<file path="config.mk">
export PLATFORM = sky130hd
export DESIGN_NAME = microwave_controller_flat
export DESIGN_NICKNAME = d
export VERILOG_FILES = /design/src/rtl/microwave_controller_if.sv /design/src/rtl/microwave_controller.sv /design/src/flat_wrapper.sv
export SDC_FILE = /design/constraint.sdc
export NUM_CORES = 1
export LEC_CHECK = 0
export ABC_CLOCK_PERIOD_IN_PS = 4600
export BUFFER_PORTS_ARGS = -buffer_cell sky130_fd_sc_hd__buf_2
export CAP_MARGIN = 20
export CELL_PAD_IN_SITES_DETAIL_PLACEMENT = 1
export CELL_PAD_IN_SITES_GLOBAL_PLACEMENT = 1
export CORE_ASPECT_RATIO = 1.75
export CORE_UTILIZATION = 32
export DETAILED_ROUTE_END_ITERATION = 10
export HOLD_SLACK_MARGIN = 0.02
export PLACE_DENSITY = 0.67
export SLEW_MARGIN = 20
export SYNTH_ARGS = -nofsm -noshare
export SYNTH_HDL_FRONTEND = slang
export SYNTH_SLANG_ARGS = --single-unit
</file>
<file path="constraint.sdc">
create_clock -name clock -period 4.6 [get_ports clock]
set_input_delay 0.23 -clock clock [delete_from_list [all_inputs] [get_ports clock]]
set_output_delay 0.23 -clock clock [all_outputs]
set_load 0.01 [all_outputs]
</file>
<file path="src/rtl/microwave_controller_if.sv">
// Front-panel, timer-datapath and status signals of the microwave controller.
// The controller is the slave; the panel/timer environment is the master.
interface microwave_controller_if;
   logic        keypad_valid;
   logic [3:0]  keypad_digit;
   logic        startn;
   logic        stopn;
   logic        door_closed;
   logic        timer_zero;
   logic        timer_loadn;
   logic        timer_en;
   logic [11:0] timer_preset;
   logic        mag_on;
   logic        done_beep;
   logic [2:0]  state;

   modport master (
      output keypad_valid, keypad_digit, startn, stopn, door_closed, timer_zero,
      input  timer_loadn, timer_en, timer_preset, mag_on, done_beep, state
   );

   modport slave (
      input  keypad_valid, keypad_digit, startn, stopn, door_closed, timer_zero,
      output timer_loadn, timer_en, timer_preset, mag_on, done_beep, state
   );
endinterface

</file>
<file path="src/rtl/microwave_controller.sv">
// Microwave cook controller: keypad preset entry, timer load, 1 s tick gating,
// door interlock, pause/resume, stop/clear and end-of-cook beep.
module microwave_controller #(
   parameter int TICK_DIV    = 100,
   parameter int BEEP_CYCLES = 50
) (
   input  logic                  clock,
   input  logic                  clrn,
   microwave_controller_if.slave bus
);
   localparam int PW = (TICK_DIV > 1) ? $clog2(TICK_DIV) : 1;
   localparam int BW = $clog2(BEEP_CYCLES + 1);
   localparam logic [PW-1:0] PRESC_LAST = PW'(TICK_DIV - 1);
   localparam logic [BW-1:0] BEEP_LAST  = BW'(BEEP_CYCLES - 1);

   typedef enum logic [2:0] {
      S_IDLE  = 3'd0,
      S_LOAD  = 3'd1,
      S_COOK  = 3'd2,
      S_PAUSE = 3'd3,
      S_DONE  = 3'd4
   } state_t;

   state_t        r_state, w_next;
   logic          r_startn_q, r_stopn_q;
   logic [11:0]   r_preset, w_preset_nxt;
   logic [PW-1:0] r_presc, w_presc_nxt;
   logic [BW-1:0] r_beep, w_beep_nxt;
   logic          w_start_evt, w_stop_evt, w_tick, w_start_ok;

   // Stop dominates a simultaneous start press.
   assign w_stop_evt  = r_stopn_q & ~bus.stopn;
   assign w_start_evt = r_startn_q & ~bus.startn & ~w_stop_evt;
   assign w_tick      = (r_presc == PRESC_LAST);
   assign w_start_ok  = bus.door_closed && (r_preset != 12'h000) && (r_preset[7:4] <= 4'd5);

   always_ff @(posedge clock or negedge clrn) begin
      if (!clrn) begin
         r_state    <= S_IDLE;
         r_startn_q <= 1'b1;
         r_stopn_q  <= 1'b1;
         r_preset   <= '0;
         r_presc    <= '0;
         r_beep     <= '0;
      end else begin
         r_state    <= w_next;
         r_startn_q <= bus.startn;
         r_stopn_q  <= bus.stopn;
         r_preset   <= w_preset_nxt;
         r_presc    <= w_presc_nxt;
         r_beep     <= w_beep_nxt;
      end
   end

   always_comb begin
      w_next       = r_state;
      w_preset_nxt = r_preset;
      w_presc_nxt  = r_presc;
      w_beep_nxt   = r_beep;
      case (r_state)
         S_IDLE: begin
            if (w_stop_evt) begin
               w_preset_nxt = '0;
            end else begin
               if (bus.keypad_valid && (bus.keypad_digit <= 4'd9))
                  w_preset_nxt = {r_preset[7:0], bus.keypad_digit};
               if (w_start_evt && w_start_ok)
                  w_next = S_LOAD;
            end
         end
         S_LOAD: begin
            w_presc_nxt = '0;
            w_next      = S_COOK;
         end
         S_COOK: begin
            // Timer reaching zero outranks the interlock; the prescaler freezes on pause.
            if (bus.timer_zero)
               w_next = S_DONE;
            else if (!bus.door_closed || w_stop_evt)
               w_next = S_PAUSE;
            else
               w_presc_nxt = w_tick ? '0 : r_presc + 1'b1;
         end
         S_PAUSE: begin
            if (w_stop_evt) begin
               w_next       = S_IDLE;
               w_preset_nxt = '0;
            end else if (w_start_evt && bus.door_closed) begin
               w_next = S_COOK;
            end
         end
         S_DONE: begin
            if (w_stop_evt || (r_beep == BEEP_LAST)) begin
               w_next       = S_IDLE;
               w_preset_nxt = '0;
               w_beep_nxt   = '0;
            end else begin
               w_beep_nxt = r_beep + 1'b1;
            end
         end
         default: w_next = S_IDLE;
      endcase
   end

   // A tick is dropped if the door opens, stop is pressed or the timer hits zero.
   assign bus.timer_en     = (r_state == S_COOK) && w_tick && !bus.timer_zero &&
                             bus.door_closed && !w_stop_evt;
   assign bus.timer_loadn  = (r_state != S_LOAD);
   assign bus.timer_preset = r_preset;
   assign bus.mag_on       = (r_state == S_COOK);
   assign bus.done_beep    = (r_state == S_DONE);
   assign bus.state        = r_state;
endmodule
</file>
<file path="src/flat_wrapper.sv">
// flat-port wrapper written by rule: the top's interface ports become plain ports
module microwave_controller_flat 
#(
   parameter int TICK_DIV    = 100,
   parameter int BEEP_CYCLES = 50
)
  (clock, clrn, bus_keypad_valid, bus_keypad_digit, bus_startn, bus_stopn, bus_door_closed, bus_timer_zero, bus_timer_loadn, bus_timer_en, bus_timer_preset, bus_mag_on, bus_done_beep, bus_state);
  microwave_controller_if bus_i ();
  input  logic clock;
  input  logic clrn;
  input wire logic [$bits(bus_i.keypad_valid)-1:0] bus_keypad_valid;
  input wire logic [$bits(bus_i.keypad_digit)-1:0] bus_keypad_digit;
  input wire logic [$bits(bus_i.startn)-1:0] bus_startn;
  input wire logic [$bits(bus_i.stopn)-1:0] bus_stopn;
  input wire logic [$bits(bus_i.door_closed)-1:0] bus_door_closed;
  input wire logic [$bits(bus_i.timer_zero)-1:0] bus_timer_zero;
  output wire logic [$bits(bus_i.timer_loadn)-1:0] bus_timer_loadn;
  output wire logic [$bits(bus_i.timer_en)-1:0] bus_timer_en;
  output wire logic [$bits(bus_i.timer_preset)-1:0] bus_timer_preset;
  output wire logic [$bits(bus_i.mag_on)-1:0] bus_mag_on;
  output wire logic [$bits(bus_i.done_beep)-1:0] bus_done_beep;
  output wire logic [$bits(bus_i.state)-1:0] bus_state;
  assign bus_i.keypad_valid = bus_keypad_valid;
  assign bus_i.keypad_digit = bus_keypad_digit;
  assign bus_i.startn = bus_startn;
  assign bus_i.stopn = bus_stopn;
  assign bus_i.door_closed = bus_door_closed;
  assign bus_i.timer_zero = bus_timer_zero;
  assign bus_timer_loadn = bus_i.timer_loadn;
  assign bus_timer_en = bus_i.timer_en;
  assign bus_timer_preset = bus_i.timer_preset;
  assign bus_mag_on = bus_i.mag_on;
  assign bus_done_beep = bus_i.done_beep;
  assign bus_state = bus_i.state;
  microwave_controller #(.TICK_DIV(TICK_DIV), .BEEP_CYCLES(BEEP_CYCLES)) u_core (.clock(clock), .clrn(clrn), .bus(bus_i));
endmodule
</file>
# == Yosys cells after proc, flatten, opt, wreduce, memory -nomap -nowiden ==
# Index checks and enable logic that the tools add are counted.
# word_totals
ff_bits,30
input_bits,11
output_inout_bits,19
# classes
add_sub_neg,2
order_cmp,2
n_eq_ne,16
muxes,18
bitwise,6
reduce_logical,21
# ops
operator,count
12-bit 2-to-1 mux,4
12-bit one-hot mux with 3 select lines,1
3-bit 2-to-1 mux,7
7-bit 2-to-1 mux,3
3-bit one-hot mux with 5 select lines,1
7-bit one-hot mux with 2 select lines,1
12-bit nonzero test,1
1-bit logical AND,9
"3-bit by 1-bit inequality test with 1-bit output, second input constant",3
"7-bit by 1-bit adder with 7-bit output, second input constant",1
"7-bit == test, second input constant",1
"6-bit by 1-bit adder with 6-bit output, second input constant",1
"3-bit by 2-bit == test with 1-bit output, second input constant",2
"6-bit == test, second input constant",1
6-bit 2-to-1 mux,1
"2-bit by 1-bit inequality test with 1-bit output, second input constant",3
"2-bit inequality test, second input constant",3
5-bit AND reduction,1
"4-bit by 3-bit <= comparator with 1-bit output, second input constant",1
"4-bit <= comparator, second input constant",1
4-bit AND reduction,1
1-bit bitwise AND,3
"3-bit by 1-bit == test with 1-bit output, second input constant",1
"3-bit == test, second input constant",1
8 further kinds,13

# == Logic depth before layout (Yosys ltp) ==
# Gate-level depths: netlist (run 1).
# logic_depth
word_depth,8
depth_mapped,8
ltp_nobuf,6

# == Worst setup path before layout (run 1) ==
# No wires, ideal clock.
# synth_path
path_type,register to register
startpoint,"reg u_core.r_state[2], in the netlist u_core.bus.state[2]"
endpoint,reg u_core.r_presc[5]
t_arrival_ns,1.625
required_time_ns,4.524
slack_ns,2.899
path_stages_with_launch,6
n_path_buf,1
synth_period_minus_slack_ns,1.701
path_cell_list,dfrtp_1 -> buf_4 -> or3b_4 -> a21oi_4 -> or4b_1 -> o21ai_1
# synth_between
elab_chain_cells,3
word_cells_on_any_way,7
classes_between,eq/ne: 4; mux: 1; reduce/logical: 2
# synth_lines
element,line_no,text
from (decl),microwave_controller.sv:24,"state_t r_state, w_next;"
from (signal assigned),microwave_controller.sv:46,r_state <= w_next;
3-bit by 2-bit == test with 1-bit output / 3-bit by 1-bit == test with 1-bit output (equally long branches),microwave_controller.sv:60,case (r_state)
2-bit inequality test (no source line) / 2-bit nonzero test (equally long branches),-,
3-bit AND reduction (no source line),-,
to (signal assigned),microwave_controller.sv:50,r_presc <= w_presc_nxt;
to (decl),microwave_controller.sv:27,"logic [PW-1:0] r_presc, w_presc_nxt;"
# Parallel ways exist; a longest one is shown, timed or not.
# A chain may end at the register's enable or synchronous reset.

# == Worst setup path after layout (run 1) ==
# layout_path
startpoint,"reg u_core.r_state[0], in the netlist u_core.bus.state[0]"
endpoint,"reg u_core.r_preset[11], in the netlist u_core.bus.timer_preset[11]"
# layout_between
elab_chain_cells,3
word_cells_on_any_way,9
classes_between,eq/ne: 5; mux: 1; reduce/logical: 3
# layout_lines
element,line_no,text
"3-bit by 2-bit == test with 1-bit output, or another cell as far along",microwave_controller.sv:60,
"2-bit by 1-bit inequality test with 1-bit output (no source line), or another cell as far along",-,
4-bit AND reduction (no source line),-,
to (signal assigned),microwave_controller.sv:49,r_preset <= w_preset_nxt;
to (decl),microwave_controller.sv:26,"logic [11:0] r_preset, w_preset_nxt;"
# Parallel ways exist; a longest one is shown, timed or not.

==> run summary, run 1 <==
Net count, final = 210
Area share of and/or/nand/nor cells after synthesis = 0.2241
Vias = 1343
Ant. Diodes = 0
Xor/xnor cell area share of the yosys netlist = 0.01124
RD Place Congestion = 0.7629
Syn-to-layout area delta = 19.60%
Worst hold margin = 0.05945 ns
Max-Cap Viols = 0
Critical path start-end classification = reg2reg
Post-DR wirelength/cell = 15.38 um
Share of flip-flops with an asynchronous set or reset = 1.000
Number of buffers between clock root and the deepest sink = 2
Worst Path Max Fanout = 12
Sequential cell area fraction in the yosys report = 0.4835
NetSw = 0.4469 mW
Max Slew Vio Count = 0
Level count of the clock H-tree = 2
CTS tree = done
Number of inserted filler cells in the final layout = 554
Part of the power in the clock network = 0.223
Area of the die = 5162 um^2
Setup repair after global routing missed its margin = false
Leak = 0.8736 nW
Status = finished, final reports clean
Gate count after technology mapping = 164
Worst supply voltage drop on vdd = 272.0 uV
Clock skew = 0.006687 ns
Yosys synthesis warning count = 0
First DRT Iteration DRCs = 35
Wire length of the first global-routing pass = 6630 um
Detailed placement HPWL = 2974 um
Share of the synthesized area in compound gates (AO/OA/AOI/OAI) = 0.1823
Residual DRC count = 0
Combinational Power Share = 0.373
Synthesized flop and latch total = 30
Switching part of the total = 0.4014
Number of sinks handled by clock tree synthesis = 30
Worst-Margin Slew = 0.7676 ns
Total grt overflow = 0
Post-DR vias/cell = 5.394
Cell chain of the critical path = nor2_1 -> nand2_1 -> inv_2 -> o311a_1 -> a31oi_2 -> o21ai_0
Achievable clock frequency = 507.5 MHz
PostCTS Resize Cnt = 0
Highest-delay cell along the critical path = sky130_fd_sc_hd__dfrtp_1
Per-instance average area after synthesis = 9.498 um^2
Syn Std Cell Area = 1558 um^2
Summed negative setup slack over all endpoints = 0 ns
Number of global-route vias before repair = 1449
Overall routing resource usage = 0.1802
Period minus WS final = 1.970 ns
Internal Power = 0.6663 mW
Library cells used by synthesis = 44
Nets in the synthesized netlist = 178
Final routed wirelength across all metal layers = 3829 um
First drt pass iteration count = 4
Post-CTS repair timing setup buffer count = 0
Largest net degree at the start of global routing = 31
Starting density of the core = 0.3339
Worst-case headroom to the max-slew limit = 0.4802
Sort of element at the start of the critical path = flip-flop
Combinational family with the most area after synthesis = simple AND/OR/NAND/NOR gates
Proportion of power drawn by flip-flops and latches = 0.404
TritonCTS buffer count = 5
Crit path arrival time = 2.11 ns
Rows = 33
Hold-fix buffer count after cts = 1
Antenna violations before repair = 0
Height of the die = 94.30 um
Fraction of final layout cells sized beyond drive strength 1 = 0.2437
Clock Latency Late Sink = 0.28 ns
Top-Level Pins = 30
Portion of netlist area occupied by mux cells = 0.01365
Chip Width = 54.74 um
Number of buffers inserted by port buffering = 29
Post-synthesis share of cell area spent on full adders, half adders and majority gates = 0.02410
Class of the worst hold path = in2reg
Final antenna-violating net count = 0
# setup viols final = 0
Count of final hold-check violations = 0
CTS root buffer = sky130_fd_sc_hd__clkbuf_8
Element type at the critical path end = flip-flop
Core region area = 4666 um^2
Share of the cycle needed by the critical path after routing = 0.4284
Largest stage delay, worst path = 0.59 ns
Number of flops mapped to enable cells by yosys = 0
Power Dens Cells = 597.5 nW/um^2
Req. time, crit path = 4.74 ns
Clock-pin transition on the worst setup and hold timing paths = 0.07 ns
Most used DFF post-synth = sky130_fd_sc_hd__dfrtp_1
==> cell type report <==
cell class / count / area (um^2) / share of cell area
sequential: 30 / 753.2 / 0.4043
multi-input combinational: 112 / 715.7 / 0.3841
timing repair buffer: 30 / 155.1 / 0.08328
clock buffer: 8 / 110.1 / 0.05910
tap: 52 / 65.06 / 0.03492
inverter: 17 / 63.81 / 0.03425
==> flip-flops by register name, summed over array words and instances (netlist names) <==
register                 flops
u_core.bus.state             3
u_core.bus.timer_preset     12
u_core.r_beep                6
u_core.r_presc               7
u_core.r_startn_q            1
u_core.r_stopn_q             1
==> worst max-delay path, delay by kind of cell (launching register included) <==
family / cells / cell delay [ns]
AOI/OAI and AO/OA: 3 / 0.87
buffers and inverters: 1 / 0.08
and+or+nand+nor: 2 / 0.29
DFF: 1 / 0.59
==> layer usage <==
metal	wire (um)	global-route usage
met1	1495	0.1895
met2	2101	0.3112
met3	126	0.04531
met4	105	0.08974
met5	0	0
==> cells by family (layout without fill, tap and decap cells) <==
group	count (synthesis)	after routing
AOI/OAI and AO/OA	44	44
xor gates and xnor gates	2	2
adders and majority gates	3	3
buffers and inverters	22	55
DFF	30	30
muxes	2	2
and+or+nand+nor	61	61
==> path summary, 6_finish.rpt <==
check                               startpoint                          end  slack, ns  depth (start not counted)
min                                 bus_startn            u_core.r_startn_q       0.06                          1
max                        u_core.bus.state[0]  u_core.bus.timer_preset[11]       2.63                          6
max in group asynchronous                 clrn          u_core.bus.state[2]       3.62                          2
min reg2reg                  u_core.r_presc[3]            u_core.r_presc[3]       0.52                          1
min in group asynchronous                 clrn   u_core.bus.timer_preset[5]       0.53                          2
max reg2reg                u_core.bus.state[0]  u_core.bus.timer_preset[11]       2.63                          6
==> metrics by stage <==
stage	total power, mW	std cells	setup WS [ns]	util	cell area (um^2)
2_1_floorplan	0.7293	164	2.899	-	1558
3_3_place_gp	0.8481	240	2.475	0.3722	1737
3_5_place_dp	0.8724	240	2.337	0.3722	1737
4_1_cts	1.126	249	2.338	0.3980	1857
5_1_grt	1.200	249	2.393	0.3993	1863
6_report	1.113	249	2.630	0.3993	1863
==> power by group through the flow <==
stage / combinational [mW] / sequential (mW) / clock [mW]
after floorplan: 0.303 / 0.426 / 0
after global placement: 0.400 / 0.448 / 0
after detailed placement: 0.417 / 0.456 / 0
after CTS: 0.419 / 0.451 / 0.256
after global routing: 0.471 / 0.465 / 0.264
final: 0.416 / 0.449 / 0.248
==> synthesized netlist by cell type, drive strengths merged, types with 2 or more instances <==
library cell / count / area share
o21ai: 23 / 0.074
a31oi: 3 / 0.016
inv: 17 / 0.041
a211oi: 2 / 0.0096
nand3: 6 / 0.019
nor2: 5 / 0.012
o22ai: 2 / 0.0080
a22o: 4 / 0.022
nand2: 22 / 0.053
xor2: 2 / 0.011
dfrtp: 28 / 0.45
nor4: 2 / 0.0080
buf: 4 / 0.018
nor3: 2 / 0.0064
ha: 3 / 0.024
nand2b: 4 / 0.016
nor2b: 5 / 0.020
dfstp: 2 / 0.034
a21oi: 4 / 0.020
and3: 5 / 0.020
==> cell usage in the layout (no fill, tap or decap), types with 2 or more instances in the layout <==
master                     count
sky130_fd_sc_hd__dfrtp_1      28
sky130_fd_sc_hd__nor2b_1       5
sky130_fd_sc_hd__o21ai_1      12
sky130_fd_sc_hd__nand2_1      22
sky130_fd_sc_hd__nand3_1       6
sky130_fd_sc_hd__nor2_1        5
sky130_fd_sc_hd__buf_2        29
sky130_fd_sc_hd__nor3_1        2
sky130_fd_sc_hd__o22ai_1       2
sky130_fd_sc_hd__ha_1          3
sky130_fd_sc_hd__a22o_1        4
sky130_fd_sc_hd__and3_1        5
sky130_fd_sc_hd__xor2_1        2
sky130_fd_sc_hd__a31oi_2       2
sky130_fd_sc_hd__a211oi_1      2
sky130_fd_sc_hd__inv_1        16
sky130_fd_sc_hd__dfstp_2       2
sky130_fd_sc_hd__clkbuf_8      8
sky130_fd_sc_hd__a21oi_1       3
sky130_fd_sc_hd__nand2b_1      4
sky130_fd_sc_hd__nor4_1        2
sky130_fd_sc_hd__o21ai_0      11
Power figures use the tool's default switching activity.
==> inputs of run 2 (changes only) <==
--- a/config.mk
+++ b/config.mk
@@ -5,7 +5,7 @@
 export SDC_FILE = /design/constraint.sdc
 export NUM_CORES = 1
 export LEC_CHECK = 0
-export ABC_CLOCK_PERIOD_IN_PS = 4600
+export ABC_CLOCK_PERIOD_IN_PS = 1750
 export BUFFER_PORTS_ARGS = -buffer_cell sky130_fd_sc_hd__buf_2
 export CAP_MARGIN = 20
 export CELL_PAD_IN_SITES_DETAIL_PLACEMENT = 1
@@ -14,7 +14,7 @@
 export CORE_UTILIZATION = 32
 export DETAILED_ROUTE_END_ITERATION = 10
 export HOLD_SLACK_MARGIN = 0.02
-export PLACE_DENSITY = 0.67
+export PLACE_DENSITY = 0.7
 export SLEW_MARGIN = 20
 export SYNTH_ARGS = -nofsm -noshare
 export SYNTH_HDL_FRONTEND = slang
==> constraint.sdc (replaced) <==
create_clock -name clock -period 1.75 [get_ports clock]
set_input_delay 0.0875 -clock clock [delete_from_list [all_inputs] [get_ports clock]]
set_output_delay 0.0875 -clock clock [all_outputs]
set_load 0.01 [all_outputs]
==> run 2 against run 1 <==
Utilization is 4.0 points higher. Count of clock-buffer cells in the layout stayed put. Non-clock buffer count increased by 20. Sequential power rose to 2.5 times the previous value. Final cell count grew 8.0%. Critical path depth stayed put. Power grew to 2.9 times the previous value. Largest cell class unchanged.
==> run summary, run 2 (synthesis gave the netlist of run 1 again) <==
Crit path capture = bus_timer_en
Wire length of the first global-routing pass = 6734 um
Req. time, crit path = 1.66 ns
Number of global-route vias before repair = 1434
Core region area = 4666 um^2
Detailed placement HPWL = 3086 um
Highest-delay cell along the critical path = sky130_fd_sc_hd__dlygate4sd3_1
Number of buffers between clock root and the deepest sink = 2
Final core utilization = 0.4395
Clock Latency Late Sink = 0.28 ns
Cell chain of the critical path = dlygate4sd3_1 -> buf_2 -> nand2b_1 -> and3_1 -> and3_1 -> buf_2
Syn-to-layout area delta = 31.65%
Power Dens Cells = 1580 nW/um^2
Sort of element at the start of the critical path = primary input
Post-DR wirelength/cell = 15.76 um
Height of the die = 94.30 um
Net count, final = 230
Worst-case headroom to the max-slew limit = 0.5380
Rows = 33
Share of the cycle needed by the critical path after routing = 0.9628
Worst Reg-to-Reg Cells = 4
Leading cell types in the layout, fill and taps excluded = 29 x sky130_fd_sc_hd__buf_2, 27 x sky130_fd_sc_hd__dfrtp_1, 22 x sky130_fd_sc_hd__nand2_1
Final antenna-violating net count = 0
Worst-Margin Slew = 0.6929 ns
Clock skew = 0.003105 ns
Crit path buf inv count = 3
CTS root buffer = sky130_fd_sc_hd__clkbuf_8
Flip-flop count of the largest register after layout = 12
# setup viols final = 0
Number of buffers inserted by port buffering = 29
Worst supply voltage drop on vdd = 818.2 uV
Cells on Worst Hold Path = 3
Ant. Diodes = 0
Final worst-path setup slack = 0.06502 ns
Largest stage delay, worst path = 0.53 ns
TritonCTS buffer count = 5
Fraction of final layout cells sized beyond drive strength 1 = 0.3180
Post-DR vias/cell = 5.245
Final instance area = 2051 um^2
Element type at the critical path end = primary output
Final routed wirelength across all metal layers = 4240 um
First drt pass iteration count = 4
Critical path start-end classification = in2out
Max-Cap Viols = 0
R2R setup slack = 0.10 ns
Crit path arrival time = 1.60 ns
Chip Width = 54.74 um
Vias = 1411
Max Slew Vio Count = 0
Worst Path Max Fanout = 6
Gate family responsible for the most delay along the worst path = buffers and inverters
Critical path origin = bus_stopn
CTS tree = done
Number of sinks handled by clock tree synthesis = 30
Leak = 0.9807 nW
Count of final hold-check violations = 0
Largest net degree at the start of global routing = 31
Stages on worst setup path = 6
RD Place Congestion = 0.7161
Period minus WS final = 1.685 ns
Area of the die = 5162 um^2
Instance area after placement = 1854 um^2
Setup slack after placement = 0.06732 ns
Most frequent standard cell in the layout excluding fill and tap cells = sky130_fd_sc_hd__buf_2
RR Endpoint = u_core.r_presc[5]
Top-Level Pins = 30
Antenna violations before repair = 0
Residual DRC count = 0
Status = finished, final reports clean
Worst r2r src = u_core.bus.state[0]
Clock-pin transition on the worst setup and hold timing paths = 0.06 ns
Overall routing resource usage = 0.1823
Class of the worst hold path = in2reg
Starting density of the core = 0.3339
First DRT Iteration DRCs = 16
Total grt overflow = 0
Level count of the clock H-tree = 2
Summed negative setup slack over all endpoints = 0 ns
Achievable clock frequency = 593.5 MHz
Overall power = 3.240 mW
## run 2: cell types whose count changed in the layout (fill, tap and decap cells not counted), sizes merged
| cell | change |
|---|---|
| buf | +17 |
| dlygate4sd3 | +3 |
## run 2: tightest hold or removal path: stages
cell	delay, ns
sky130_fd_sc_hd__buf_2	0.09
sky130_fd_sc_hd__nand2_1	0.05
sky130_fd_sc_hd__o21ai_1	0.06
## run 2: worst min-delay path by stage
stage	from	end
after detailed placement	clrn	u_core.bus.timer_preset[8]
after CTS	bus_keypad_digit[2]	u_core.bus.timer_preset[2]
after global routing	bus_keypad_digit[2]	u_core.bus.timer_preset[2]
final	bus_keypad_digit[2]	u_core.bus.timer_preset[2]
after global placement	clrn	u_core.bus.timer_preset[11]
after floorplan	clrn	u_core.bus.state[0]
## run 2: timing repair
action,CTS,global route
hold buffers,4,0
endpoints found under the setup margin,0,16
buffers inserted,0,2
gates resized for setup,0,8
endpoints found under the hold margin,31,0
## run 2: where the power goes
part / leakage, nW / switching [mW] / internal (mW)
sequential: 0.399 / 0.238 / 0.899
clock: 0.0575 / 0.257 / 0.397
combinational: 0.524 / 0.759 / 0.690
total: 0.981 / 1.25 / 1.99
## run 2: routing by layer
layer | wire (um) | track usage
met1 | 1660 | 0.1911
met2 | 2403 | 0.3323
met3 | 117 | 0.03883
met4 | 59 | 0.06410
met5 | 0 | 0
## run 2: final cells by class
cell class | count | area, um^2
Timing Repair Buffer | 50 | 325.3
Fill cell | 571 | 2615
Multi-Input combinational cell | 112 | 732.0
Tap cell | 52 | 65.06
Inverter | 17 | 63.81
Clock buffer | 8 | 110.1
Sequential cell | 30 | 754.5
## run 2: per-stage QoR
stage                     cells  hold WS (ns)
after floorplan             164       -0.2081
after global placement      254        0.1767
after detailed placement    254        0.1800
after CTS                   266       0.03867
after global routing        269       0.04418
final                       269       0.04876
==> inputs of run 3 (changes only) <==
--- a/config.mk
+++ b/config.mk
@@ -11,10 +11,10 @@
 export CELL_PAD_IN_SITES_DETAIL_PLACEMENT = 1
 export CELL_PAD_IN_SITES_GLOBAL_PLACEMENT = 1
 export CORE_ASPECT_RATIO = 1.75
-export CORE_UTILIZATION = 32
+export CORE_UTILIZATION = 37
 export DETAILED_ROUTE_END_ITERATION = 10
 export HOLD_SLACK_MARGIN = 0.02
-export PLACE_DENSITY = 0.7
+export PLACE_DENSITY = 0.78
 export SLEW_MARGIN = 20
 export SYNTH_ARGS = -nofsm -noshare
 export SYNTH_HDL_FRONTEND = slang
==> run 3 against run 2 <==
Non-clock buffer count fell by 7. First-iteration DRC count rose by 75%. Maximum frequency fell by 1.5%. Sequential share of layout area rose by 1.5 points. Global-route usage rose by 3.8 points. Cell area fell by 4.0%. Critical path type is now reg2out. Highest routed layer unchanged.
==> run summary, run 3 (synthesis gave the netlist of run 1 again) <==
Element type at the critical path end = primary output
Syn-to-layout area delta = 26.43%
Largest net degree at the start of global routing = 31
Overall routing resource usage = 0.2199
Status = finished, final reports clean
Worst supply voltage drop on vdd = 994.7 uV
Share of the cycle needed by the critical path after routing = 0.9776
Crit path arrival time = 1.62 ns
Number of global-route vias before repair = 1549
Number of sinks handled by clock tree synthesis = 30
Critical path start-end classification = reg2out
First DRT Iteration DRCs = 28
Worst-Margin Slew = 0.7079 ns
Cell chain of the critical path = nor4b_4 -> and3_1 -> and3_1 -> buf_2
RD Place Congestion = 0.8339
Fraction of final layout cells sized beyond drive strength 1 = 0.2810
Post-DR vias/cell = 5.550
Max Slew Vio Count = 0
Top-Level Pins = 30
Worst Reg-to-Reg Cells = 4
Most common cell on crit path = sky130_fd_sc_hd__and3_1
Ant. Diodes = 0
Req. time, crit path = 1.66 ns
Number of buffers inserted by port buffering = 29
Number of buffers between clock root and the deepest sink = 2
Highest-delay cell along the critical path = sky130_fd_sc_hd__dfrtp_1
Count of final hold-check violations = 0
Wire length of the first global-routing pass = 7203 um
# setup viols final = 0
Final antenna-violating net count = 0
Most frequent standard cell in the layout excluding fill and tap cells = sky130_fd_sc_hd__buf_2
Setup slack after placement = 0.09647 ns
Power Dens Cells = 1607 nW/um^2
Residual DRC count = 0
Net count, final = 223
Max-Cap Viols = 0
Final worst-path setup slack = 0.03914 ns
Height of the die = 87.84 um
Final core utilization = 0.4997
Core region area = 3941 um^2
Final routed wirelength across all metal layers = 4341 um
Clock Latency Late Sink = 0.29 ns
Leak = 0.9385 nW
Leading cell types in the layout, fill and taps excluded = 29 x sky130_fd_sc_hd__buf_2, 28 x sky130_fd_sc_hd__dfrtp_1, 22 x sky130_fd_sc_hd__nand2_1
Total grt overflow = 0
Overall power = 3.164 mW
Vias = 1432
Sort of element at the start of the critical path = flip-flop
Clock-pin transition on the worst setup and hold timing paths = 0.07 ns
Worst Path Max Fanout = 5
Level count of the clock H-tree = 2
Largest stage delay, worst path = 0.45 ns
CTS tree = done
Post-DR wirelength/cell = 16.83 um
Area of the die = 4484 um^2
Summed negative setup slack over all endpoints = 0 ns
Starting density of the core = 0.3952
Clock skew = 0.009290 ns
Rows = 30
First drt pass iteration count = 4
Class of the worst hold path = in2reg
CTS root buffer = sky130_fd_sc_hd__clkbuf_8
Flip-flop count of the largest register after layout = 12
Achievable clock frequency = 584.5 MHz
Antenna violations before repair = 0
Detailed placement HPWL = 3317 um
Instance area after placement = 1827 um^2
Cells on Worst Hold Path = 3
TritonCTS buffer count = 5
Period minus WS final = 1.711 ns
Setup repair after global routing missed its margin = true
Final instance area = 1969 um^2
Worst-case headroom to the max-slew limit = 0.5280
Chip Width = 51.05 um
[run 3: changes by cell type in the layout (fill, tap and decap cells not counted), sizes merged]
cell,before,now
buf,46,40
dlygate4sd3,4,3
[run 3: repair_timing]
action                                 CTS  global route
endpoints found under the hold margin   30             0
setup endpoints to repair                0             7
hold buffers                             3             0
buffers inserted                         0             0
resized for setup                        0             1
[run 3: area by class of cell]
| class | instances | area, um^2 |
|---|---|---|
| inverters | 17 | 63.81 |
| multi-input cells | 112 | 711.9 |
| clock buffers | 8 | 110.1 |
| flip-flops and latches | 30 | 753.2 |
| repair buffers | 43 | 270.3 |
| fillers | 477 | 1972 |
| well taps | 48 | 60.06 |
[run 3: path summary, 6_finish.rpt]
| path | startpoint | end | slack [ns] |
|---|---|---|---|
| min in group asynchronous | clrn | u_core.bus.timer_preset[4] | 0.39 |
| max in group asynchronous | clrn | u_core.bus.timer_preset[7] | 0.90 |
| worst max register to register | u_core.bus.state[0] | u_core.r_presc[0] | 0.08 |
| worst min register to register | u_core.bus.timer_preset[4] | u_core.bus.timer_preset[8] | 0.54 |
| worst max-delay path | u_core.bus.state[0] | bus_timer_en | 0.04 |
| worst min-delay path | bus_keypad_digit[0] | u_core.bus.timer_preset[0] | 0.04 |
[run 3: routing by layer]
metal / wire length, um / track usage / vias up / part of all wire
li1: - / - / 664 / -
met1: 1599 / 0.2156 / 735 / 0.37
met2: 2538 / 0.4211 / 25 / 0.58
met3: 111 / 0.05035 / 8 / 0.026
met4: 92 / 0.09848 / 0 / 0.021
met5: 0 / 0 / - / 0
[run 3: metrics by stage]
stage               hold slack [ns]  cells
floorplan                   -0.2081    164
global placement             0.1531    247
detailed placement           0.1757    247
CTS                         0.03418    258
global route                0.03366    258
finish                      0.03711    258
[run 3: power breakdown]
part	internal, mW	switching, mW	total (mW)
registers	0.897	0.252	1.15
logic	0.616	0.733	1.35
clock network	0.397	0.270	0.666
total	1.91	1.25	3.16
[run 3: critical path: cells and delay by family, from the launching register on]
family	cells	cell delay [ns]
AND/OR/NAND/NOR	3	0.75
buffers and inverters	1	0.12
flip-flops	1	0.45
